File: src/rtl/redundancy_selector.sv
// N-way hot-standby selector: conditions per-channel fault lines, counts fault episodes
// and picks the active channel using health, hysteresis, dwell and a forced override.
module redundancy_selector #(
    parameter int unsigned NCH      = 2,
    parameter int unsigned CW       = 3,
    parameter int unsigned CNT_W    = 8,
    parameter int unsigned HYST     = 2,
    parameter int unsigned DWELL    = 1024,
    parameter int unsigned RESET_CH = 0
) (
    input  logic                 clk,
    input  logic                 rst,
    input  logic [NCH-1:0]       fault_i,
    input  logic                 force_i,
    input  logic [CW-1:0]        force_ch_i,
    input  logic                 release_i,
    output logic [CW-1:0]        sel_o,
    output logic [NCH-1:0]       sel_onehot_o,
    output logic                 switch_evt_o,
    output logic [1:0]           mode_o,
    output logic                 all_fault_o,
    output logic [NCH*CNT_W-1:0] err_cnt_o
);
    localparam int unsigned DW_W = (DWELL < 1) ? 1 : $clog2(DWELL + 1);
    localparam logic [CNT_W-1:0] CntMax = {CNT_W{1'b1}};

    typedef enum logic [1:0] {
        ModeAuto     = 2'b00,
        ModeForced   = 2'b01,
        ModeAllFault = 2'b10
    } mode_e;

    logic [NCH-1:0]   s1_q, s2_q, s3_q;
    logic [NCH-1:0]   fault_s, rise;
    logic [CNT_W-1:0] cnt_q [NCH];
    logic [CNT_W-1:0] cnt_d [NCH];
    logic [CW-1:0]    sel_q, sel_d;
    logic [NCH-1:0]   onehot_q, onehot_d;
    mode_e            mode_q, mode_d;
    logic [DW_W-1:0]  dwell_q, dwell_d;
    logic             evt_q, evt_d;
    logic             all_fault_q, all_fault_d;

    logic [CW-1:0]    best_ch;
    logic [CNT_W-1:0] best_cnt;
    logic [CNT_W-1:0] sel_cnt;
    logic             best_found;
    logic             sel_faulted;
    logic             force_ok;
    logic             any_sat;
    logic             all_faulted;
    logic             margin_ok;

    assign fault_s     = s2_q;
    assign rise        = s2_q & ~s3_q;
    assign all_faulted = &fault_s;

    // Channel scan: best healthy candidate, current channel status, force legality.
    always_comb begin
        best_ch     = sel_q;
        best_cnt    = '0;
        best_found  = 1'b0;
        sel_cnt     = '0;
        sel_faulted = 1'b0;
        force_ok    = 1'b0;
        any_sat     = 1'b0;
        for (int c = 0; c < NCH; c++) begin
            if (!fault_s[c] && (!best_found || cnt_q[c] < best_cnt)) begin
                best_found = 1'b1;
                best_ch    = CW'(c);
                best_cnt   = cnt_q[c];
            end
            if (sel_q == CW'(c)) begin
                sel_cnt     = cnt_q[c];
                sel_faulted = fault_s[c];
            end
            if (force_i && force_ch_i == CW'(c) && !fault_s[c]) begin
                force_ok = 1'b1;
            end
            if (cnt_q[c] == CntMax) begin
                any_sat = 1'b1;
            end
        end
        margin_ok = 32'(sel_cnt) >= 32'(best_cnt) + HYST;
    end

    always_comb begin
        sel_d  = sel_q;
        mode_d = mode_q;
        if (force_ok) begin
            sel_d  = force_ch_i;
            mode_d = ModeForced;
        end else begin
            unique case (mode_q)
                ModeAuto: begin
                    if (all_faulted) begin
                        mode_d = ModeAllFault;
                    end else if (sel_faulted) begin
                        sel_d = best_ch;
                    end else if (dwell_q == '0 && margin_ok) begin
                        sel_d = best_ch;
                    end
                end
                ModeForced: begin
                    if (sel_faulted) begin
                        if (all_faulted) begin
                            mode_d = ModeAllFault;
                        end else begin
                            sel_d  = best_ch;
                            mode_d = ModeAuto;
                        end
                    end else if (release_i) begin
                        mode_d = ModeAuto;
                    end
                end
                ModeAllFault: begin
                    if (!all_faulted) begin
                        sel_d  = best_ch;
                        mode_d = ModeAuto;
                    end
                end
                default: mode_d = ModeAuto;
            endcase
        end

        evt_d       = (sel_d != sel_q);
        all_fault_d = (mode_d == ModeAllFault);

        // A forced write re-arms the dwell even when the channel does not change.
        if (force_ok || evt_d) begin
            dwell_d = DW_W'(DWELL);
        end else if (dwell_q != '0) begin
            dwell_d = dwell_q - DW_W'(1);
        end else begin
            dwell_d = dwell_q;
        end

        for (int c = 0; c < NCH; c++) begin
            onehot_d[c] = (sel_d == CW'(c));
        end
    end

    // Halving on saturation keeps the relative ordering between channels.
    always_comb begin
        for (int c = 0; c < NCH; c++) begin
            if (force_ok) begin
                cnt_d[c] = '0;
            end else if (any_sat) begin
                cnt_d[c] = (cnt_q[c] >> 1) + CNT_W'(rise[c]);
            end else begin
                cnt_d[c] = cnt_q[c] + CNT_W'(rise[c]);
            end
        end
    end

    always_ff @(posedge clk) begin
        if (rst) begin
            s1_q        <= '0;
            s2_q        <= '0;
            s3_q        <= '0;
            sel_q       <= CW'(RESET_CH);
            onehot_q    <= NCH'(1) << RESET_CH;
            mode_q      <= ModeAuto;
            dwell_q     <= '0;
            evt_q       <= 1'b0;
            all_fault_q <= 1'b0;
            for (int c = 0; c < NCH; c++) begin
                cnt_q[c] <= '0;
            end
        end else begin
            s1_q        <= fault_i;
            s2_q        <= s1_q;
            s3_q        <= s2_q;
            sel_q       <= sel_d;
            onehot_q    <= onehot_d;
            mode_q      <= mode_d;
            dwell_q     <= dwell_d;
            evt_q       <= evt_d;
            all_fault_q <= all_fault_d;
            for (int c = 0; c < NCH; c++) begin
                cnt_q[c] <= cnt_d[c];
            end
        end
    end

    assign sel_o        = sel_q;
    assign sel_onehot_o = onehot_q;
    assign switch_evt_o = evt_q;
    assign mode_o       = mode_q;
    assign all_fault_o  = all_fault_q;

    for (genvar g = 0; g < NCH; g++) begin : g_cnt_out
        assign err_cnt_o[g*CNT_W +: CNT_W] = cnt_q[g];
    end

endmodule

File: config.mk
export PLATFORM = sky130hd
export DESIGN_NAME = redundancy_selector
export DESIGN_NICKNAME = d
export VERILOG_FILES = /design/src/rtl/redundancy_selector.sv
export SDC_FILE = /design/constraint.sdc
export NUM_CORES = 1
export LEC_CHECK = 0
export ABC_CLOCK_PERIOD_IN_PS = 4280
export CAP_MARGIN = 20
export CORE_MARGIN = 4
export CORE_UTILIZATION = 53
export CTS_BUF_LIST = sky130_fd_sc_hd__clkbuf_4
export DETAILED_ROUTE_END_ITERATION = 8
export HOLD_SLACK_MARGIN = 0.12
export PLACE_DENSITY = 0.79
export SKIP_LAST_GASP = 1
export SYNTH_ARGS = -nofsm -noshare
export SYNTH_HDL_FRONTEND = slang
export SYNTH_SLANG_ARGS = --single-unit
File: constraint.sdc
create_clock -name clk -period 4.28 [get_ports clk]
set_input_delay 0.642 -clock clk [delete_from_list [all_inputs] [get_ports clk]]
set_output_delay 0.642 -clock clk [all_outputs]
set_load 0.005 [all_outputs]
Word level (Yosys, flattened, before mapping). Memories as Yosys holds them, arrays and structs flattened. Index checks and enable logic that the tools add are counted.

Register bits: 26. Memory bits (writable): 16. Input port bits: 9. Memories: 1.

Memories: cnt_q (words 2, bits a word 8, rd ports 2, clocked after memory_dff 0, wr ports 2, RTL line 35) `logic [CNT_W-1:0] cnt_q [NCH];`.

$add $sub $neg: 6. Order comparisons: 2. Equal/unequal tests: 9. Muxes and demuxes: 37. Bitwise gates (word level): 4. Reduce and logical (&&, ||, !) cells: 19.

Operators by type and width (count): $mux 8 (10); $mux 3 (8); $mux 11 (2); $add 7x1->8 (2); $add 8x1->8 (2); $eq 8x8->1 const B (2); $mux 2 (6); $logic_not 11->1 (1); $reduce_bool 11->1 (1); $sub 11x1->11 const B (1); $add 8x2->9 const B (1); $eq 3x1->1 const B (3); $ge 8x9->1 (1); $logic_not 3->1 (3); $mux 1 (9); $pmux 3 s3 (1); $lt 8x8->1 (1); $logic_and 1x1->1 (6); $pmux 2 s3 (1); $eq 2x2->1 const B (2); $ne 3x3->1 (1); $and 2x2->2 (1); $eq 2x1->1 const B (1); $logic_not 1->1 (2); 7 further kinds (9).

Longest topological paths before layout.
Depth in word-level cells: 16. Depth in mapped cells: 23. Depth with buffers taken out: 19.

Least setup slack after synthesis. OpenSTA, ideal clock, no wires.

Path kind: reg2reg. Start point: register s2_q[0], in the netlist fault_s[0]. End point: register dwell_q[0]. Arrival: 4.466 ns. Slack: -0.278 ns. Cell stages (with the launch flop): 23. Path buffers: 3. Clock period less this slack: 4.558 ns. Path through: dfxtp_1 > buf_6 > clkinv_1 > clkbuf_1 > nand2_1 > ha_1 > a2111o_1 > o21bai_1 > o2bb2ai_2 > a32o_1 > ha_1 > nand3_1 > xor2_1 > ha_1 > a21o_1 > a211oi_1 > a21boi_0 > o21ai_0 > o41ai_2 > nor2_1 > or3_1 > buf_6 > nor4_1.

Cells in the longest elaborated chain, start to end: 16.

RTL lines: from (decl) (RTL line 33) `logic [NCH-1:0] s1_q, s2_q, s3_q;`; from (signal assigned) (RTL line 172) `s2_q <= s1_q;`; $mux 8 (RTL line 68) `if (!fault_s[c] && (!best_found || cnt_q[c] < best_cnt)) begin`; $lt 8x8->1 (RTL line 68); $logic_or 1x1->1 (RTL line 68); $logic_and 1x1->1 (RTL line 68); $mux 8 (RTL line 68); $add 8x2->9 (RTL line 84) `margin_ok = 32'(sel_cnt) >= 32'(best_cnt) + HYST;`; $ge 8x9->1 (RTL line 84); $logic_and 1x1->1 (RTL line 100) `end else if (dwell_q == '0 && margin_ok) begin`; $mux 3 (RTL line 100); $mux 3 (RTL line 98) `end else if (sel_faulted) begin`; $mux 3 (RTL line 96) `if (all_faulted) begin`; $pmux 3 s3 (RTL line 94) `unique case (mode_q)`; $mux 3 (RTL line 90) `if (force_ok) begin`; $ne 3x3->1 (RTL line 126) `evt_d = (sel_d != sel_q);`; $logic_or 1x1->1 * (RTL line 130) `if (force_ok || evt_d) begin`; $reduce_or 2->1 (no source line) *; to (signal assigned) (RTL line 177) `dwell_q <= dwell_d;`; to (decl) (RTL line 40) `logic [DW_W-1:0] dwell_q, dwell_d;`.

Mark *: on every way between the ends. The rest lies on a longest branch, timed or not. A chain may end at the register's enable or synchronous reset.

Worst setup path after layout.
Start point: register s2_q[0], in the netlist fault_s[0]. End point: register dwell_q[5].

The elaborated chain is that of the path after synthesis.

==> out/qor.txt <==
SYNTHESIS
----------------------------------------------------------------------------------------------------
Top cell type's share of synthesized area                                                      0.278
Seq cells post-synth                                                                              42
Number of flops mapped to enable cells by yosys                                                    0
Post-synth top flop                                                                          dfxtp_1
Leading cell type by number of instances after synthesis                                     nand2_1
Part of the Yosys area used for sequential elements                                            0.278
Post-synth top cells                                                                    nand2_1, dfxtp_1, nor2_1
Number of warning messages in the yosys log                                                        0
Number of standard cells after synthesis                                                         389
Main area contributors after synthesis                                                  dfxtp_1, ha_1, nand2_1
Async S/R FF share, synth                                                                          0
Per-instance average area after synthesis                                                   7.76 um2
Syn Nets                                                                                         419
Post-synthesis cell type with the largest combined area                                      dfxtp_1
Count of cell types in the netlist                                                                59
Synthesized area                                                                         0.00302 mm2

LAYOUT
----------------------------------------------------------------------------------------------------
Area Overhead vs Synth                                                                         27.8%
Cell area after layout                                                                   0.00386 mm2
Fill count                                                                                       443
Util after Layout                                                                              0.701
Final net count                                                                                  470
Antenna fix cells                                                                                  0
Share of cells above drive strength 1                                                          0.202

CLOCKING
----------------------------------------------------------------------------------------------------
Maximum level of the CTS H-tree                                                                    2
Clock-pin slew reported for the worst setup and hold paths after clock tree synthesis        0.15 ns
CTS sink count                                                                                    42
CTS tree                                                                                         yes
Clock buffers created by TritonCTS                                                                 5
Root buf cell                                                                               clkbuf_4
Maximum number of buffers from clock root to sink                                                  2
Later-pin clock latency in the skew report                                                   0.37 ns

PLACED DESIGN
----------------------------------------------------------------------------------------------------
Buffers added on ports                                                                            33
Gpl congestion                                                                                 0.990
Detail Placement HPWL                                                                        6050 um
Area of placed instances                                                                 0.00353 mm2

DIE
----------------------------------------------------------------------------------------------------
Core Box Area                                                                            0.00551 mm2
Initial Utilization                                                                            0.548
Horizontal die dimension                                                                     83.5 um
Num rows                                                                                          27
Total die area                                                                           0.00697 mm2
I/O pin count                                                                                     34
DIE HEIGHT                                                                                   83.5 um

DRT
----------------------------------------------------------------------------------------------------
Detailed-router iteration count before antenna repair                                              5
Count of nets left with antenna violations after detail routing                                    0
First DRT Iteration DRCs                                                                         272
Average wire per cell in the routed design                                                   16.9 um
Vias per inst                                                                                   6.20
Routed via count                                                                                3182
Number of DRC violations after detailed routing                                                    0
Overall routed net length                                                                    8690 um

GRT
----------------------------------------------------------------------------------------------------
GRT Residual Overflow                                                                              0
Global-route met1 utilization                                                                  0.304
GR Util met3                                                                                  0.0474
Met2 routing resource usage after global routing                                               0.386
Global-route usage over all layers                                                             0.233
Global-route wire length before repair                                                      13600 um
Via count of the first global-routing pass                                                      2936
Most heavily used metal layer in global routing                                                 met2
Maximum number of pins on one net before global-route repair                                      25
Initial antenna violation count                                                                    0

POWER AND IR DROP
----------------------------------------------------------------------------------------------------
Total power draw                                                                             1.03 mW
Peak supply drop                                                                          0.000193 V
P per Cell Area                                                                           266 mW/mm2
Static leakage                                                                               1.49 nW

WORST HOLD PATH
----------------------------------------------------------------------------------------------------
Path class of the lowest-slack min-delay path                                             reg -> reg
Worst hold path endpoint                                                                  fault_s[1]
Worst hold path stage count                                                                        1
Hold Startpoint                                                                              s1_q[1]

WORST SETUP PATH
----------------------------------------------------------------------------------------------------
WP data required                                                                             4.57 ns
Worst R2R Start                                                                           fault_s[0]
Cell repeated most along the worst path                                                         ha_4
Cell with the biggest individual delay on the critical path                                 a2111o_1
Worst Reg2Reg Path Length in Cells                                                                19
Arrival time worst endpoint                                                                  4.51 ns
Worst setup path class                                                                    reg -> reg
Delay contributed by the slowest stage of the critical path                                  0.44 ns
Buffers and inverters on the worst path                                                            1
Largest fanout of any net on the critical path                                                     8
Destination of the worst register-to-register timing path                                 dwell_q[5]
Critical path launch point type                                                             register
Number of cells on the critical path                                                              19
List of cells traversed by the critical path                                            inv_4 > nand2_2 > ha_4 > a2111o_1 > o21bai_4 > o2bb2ai_4 > a32o_2 > ha_4 > nand3_1 > xor2_1 > ha_1 > a21o_1 > a211oi_2 > a21boi_2 > o21ai_2 > o41ai_4 > nor2_2 > or3_4 > nor4_2
Critical path capture point type                                                            register
Register-to-register setup slack                                                             0.06 ns
Crit-path leading delay family                                                          compound AO/OA/AOI/OAI gates

RUN STATUS
----------------------------------------------------------------------------------------------------
Outcome                                                                                 finished clean

STA
----------------------------------------------------------------------------------------------------
Setup Viol. Count Final                                                                            0
Final period util                                                                              0.986
Time the worst path needs with I/O delays and setup                                          4.22 ns
Slew Viols, Final                                                                                  0
Highest clock frequency the design can meet                                                  237 MHz
Fin. Hold Viols                                                                                    0
Worst Max-Slew Pin Slew                                                                      1.07 ns
Max_slew headroom                                                                              0.288
Setup repair after global routing missed its margin                                              yes
Final setup skew                                                                           0.0168 ns

RUN
----------------------------------------------------------------------------------------------------
Max_cap viols                                                                                      0

[cells in the final DEF, fill, tap and decap left out, types with 5 or more instances in the layout]
cell type and instances:
a21o_1 5, a21oi_1 18, and3_1 7, buf_4 35, clkbuf_4 5, clkdlybuf4s50_1 33, dfxtp_1 41, ha_1 17
inv_1 9, mux2i_1 11, nand2_1 57, nand3_1 11, nand4_1 8, nor2_1 36, nor2b_1 6, nor3_1 11
nor4_2 9, o21ai_0 14, xnor2_1 11, xor2_1 7
[area by class of cell]
cell class | count | area (um2) | area share
Sequential cell | 42 | 842 | 0.218
Inverter | 10 | 40.0 | 0.0104
Tap cell | 72 | 90.1 | 0.0233
Timing Repair Buffer | 68 | 593 | 0.154
Multi-Input combinational cell | 313 | 2230 | 0.579
Clock buffer | 5 | 37.5 | 0.00973
Clock inverter | 3 | 21.3 | 0.00551
[power breakdown]
part	total (mW)	internal [mW]	switching, mW
combinational	0.355	0.175	0.180
sequential	0.461	0.427	0.0346
clock	0.210	0.0641	0.146
total	1.03	0.665	0.361
[per-layer routing]
| metal | routed length, um | share of wire |
|---|---|---|
| met1 | 3700 | 0.43 |
| met2 | 4180 | 0.48 |
| met3 | 624 | 0.072 |
| met4 | 183 | 0.021 |
| met5 | 0 | 0 |
[flip-flops by register name, indices dropped and copies added, names as in the netlist]
| register | flops |
|---|---|
| all_fault_o | 1 |
| cnt_q | 16 |
| dwell_q | 11 |
| fault_s | 2 |
| mode_o | 2 |
| s1_q | 2 |
| s3_q | 2 |
| sel_o | 3 |
| sel_onehot_o | 2 |
| switch_evt_o | 1 |
[kinds of logic (layout without fill, tap and decap cells)]
group / count (synthesis) / after routing / share of synthesized area
flip-flops: 42 / 42 / 0.278
XOR/XNOR: 18 / 18 / 0.0522
buffers and inverters: 35 / 86 / 0.0535
AND/OR/NAND/NOR: 176 / 177 / 0.286
multiplexers: 14 / 14 / 0.0489
adder cells (fa/ha/maj): 21 / 21 / 0.0870
AO/OA/AOI/OAI: 83 / 83 / 0.194
[how the worst max path moves through the flow]
stage,start,endpoint,slack (ns)
final,fault_s[0],dwell_q[5],0.06
after floorplan,fault_s[0],dwell_q[0],0.03
after detailed placement,fault_s[0],dwell_q[4],-0.14
after CTS,fault_s[0],dwell_q[0],-0.02
after global placement,fault_s[0],dwell_q[0],0.09
after global routing,fault_s[0],dwell_q[5],-0.13
[stage by stage]
| step | hold WS [ns] | instances | setup TNS (ns) | setup slack (ns) |
|---|---|---|---|---|
| 5_1_grt | 0.488 | 513 | -0.812 | -0.134 |
| 2_1_floorplan | 0.414 | 389 | 0 | 0.0345 |
| 6_report | 0.472 | 513 | 0 | 0.0593 |
| 3_5_place_dp | 0.451 | 496 | -0.691 | -0.140 |
| 4_1_cts | 0.474 | 504 | -0.0330 | -0.0171 |
| 3_3_place_gp | 0.452 | 496 | 0 | 0.0867 |
[worst reg2reg max path, stage by stage (launching register included)]
cell and delay [ns]:
dfxtp_2 0.36, inv_4 0.10, nand2_2 0.07, ha_4 0.22, a2111o_1 0.44, o21bai_4 0.20
o2bb2ai_4 0.17, a32o_2 0.31, ha_4 0.18, nand3_1 0.09, xor2_1 0.16, ha_1 0.26
a21o_1 0.21, a211oi_2 0.18, a21boi_2 0.21, o21ai_2 0.08, o41ai_4 0.08, nor2_2 0.13
or3_4 0.43, nor4_2 0.26
[repair_timing]
item / in CTS / in global routing
hold buffers: 0 / 0
gates cloned: 0 / 1
gates resized for setup: 2 / 34
setup buffers: 0 / 8
pin swaps: 0 / 20
setup endpoints to repair: 10 / 17
Power figures use the tool's default switching activity.
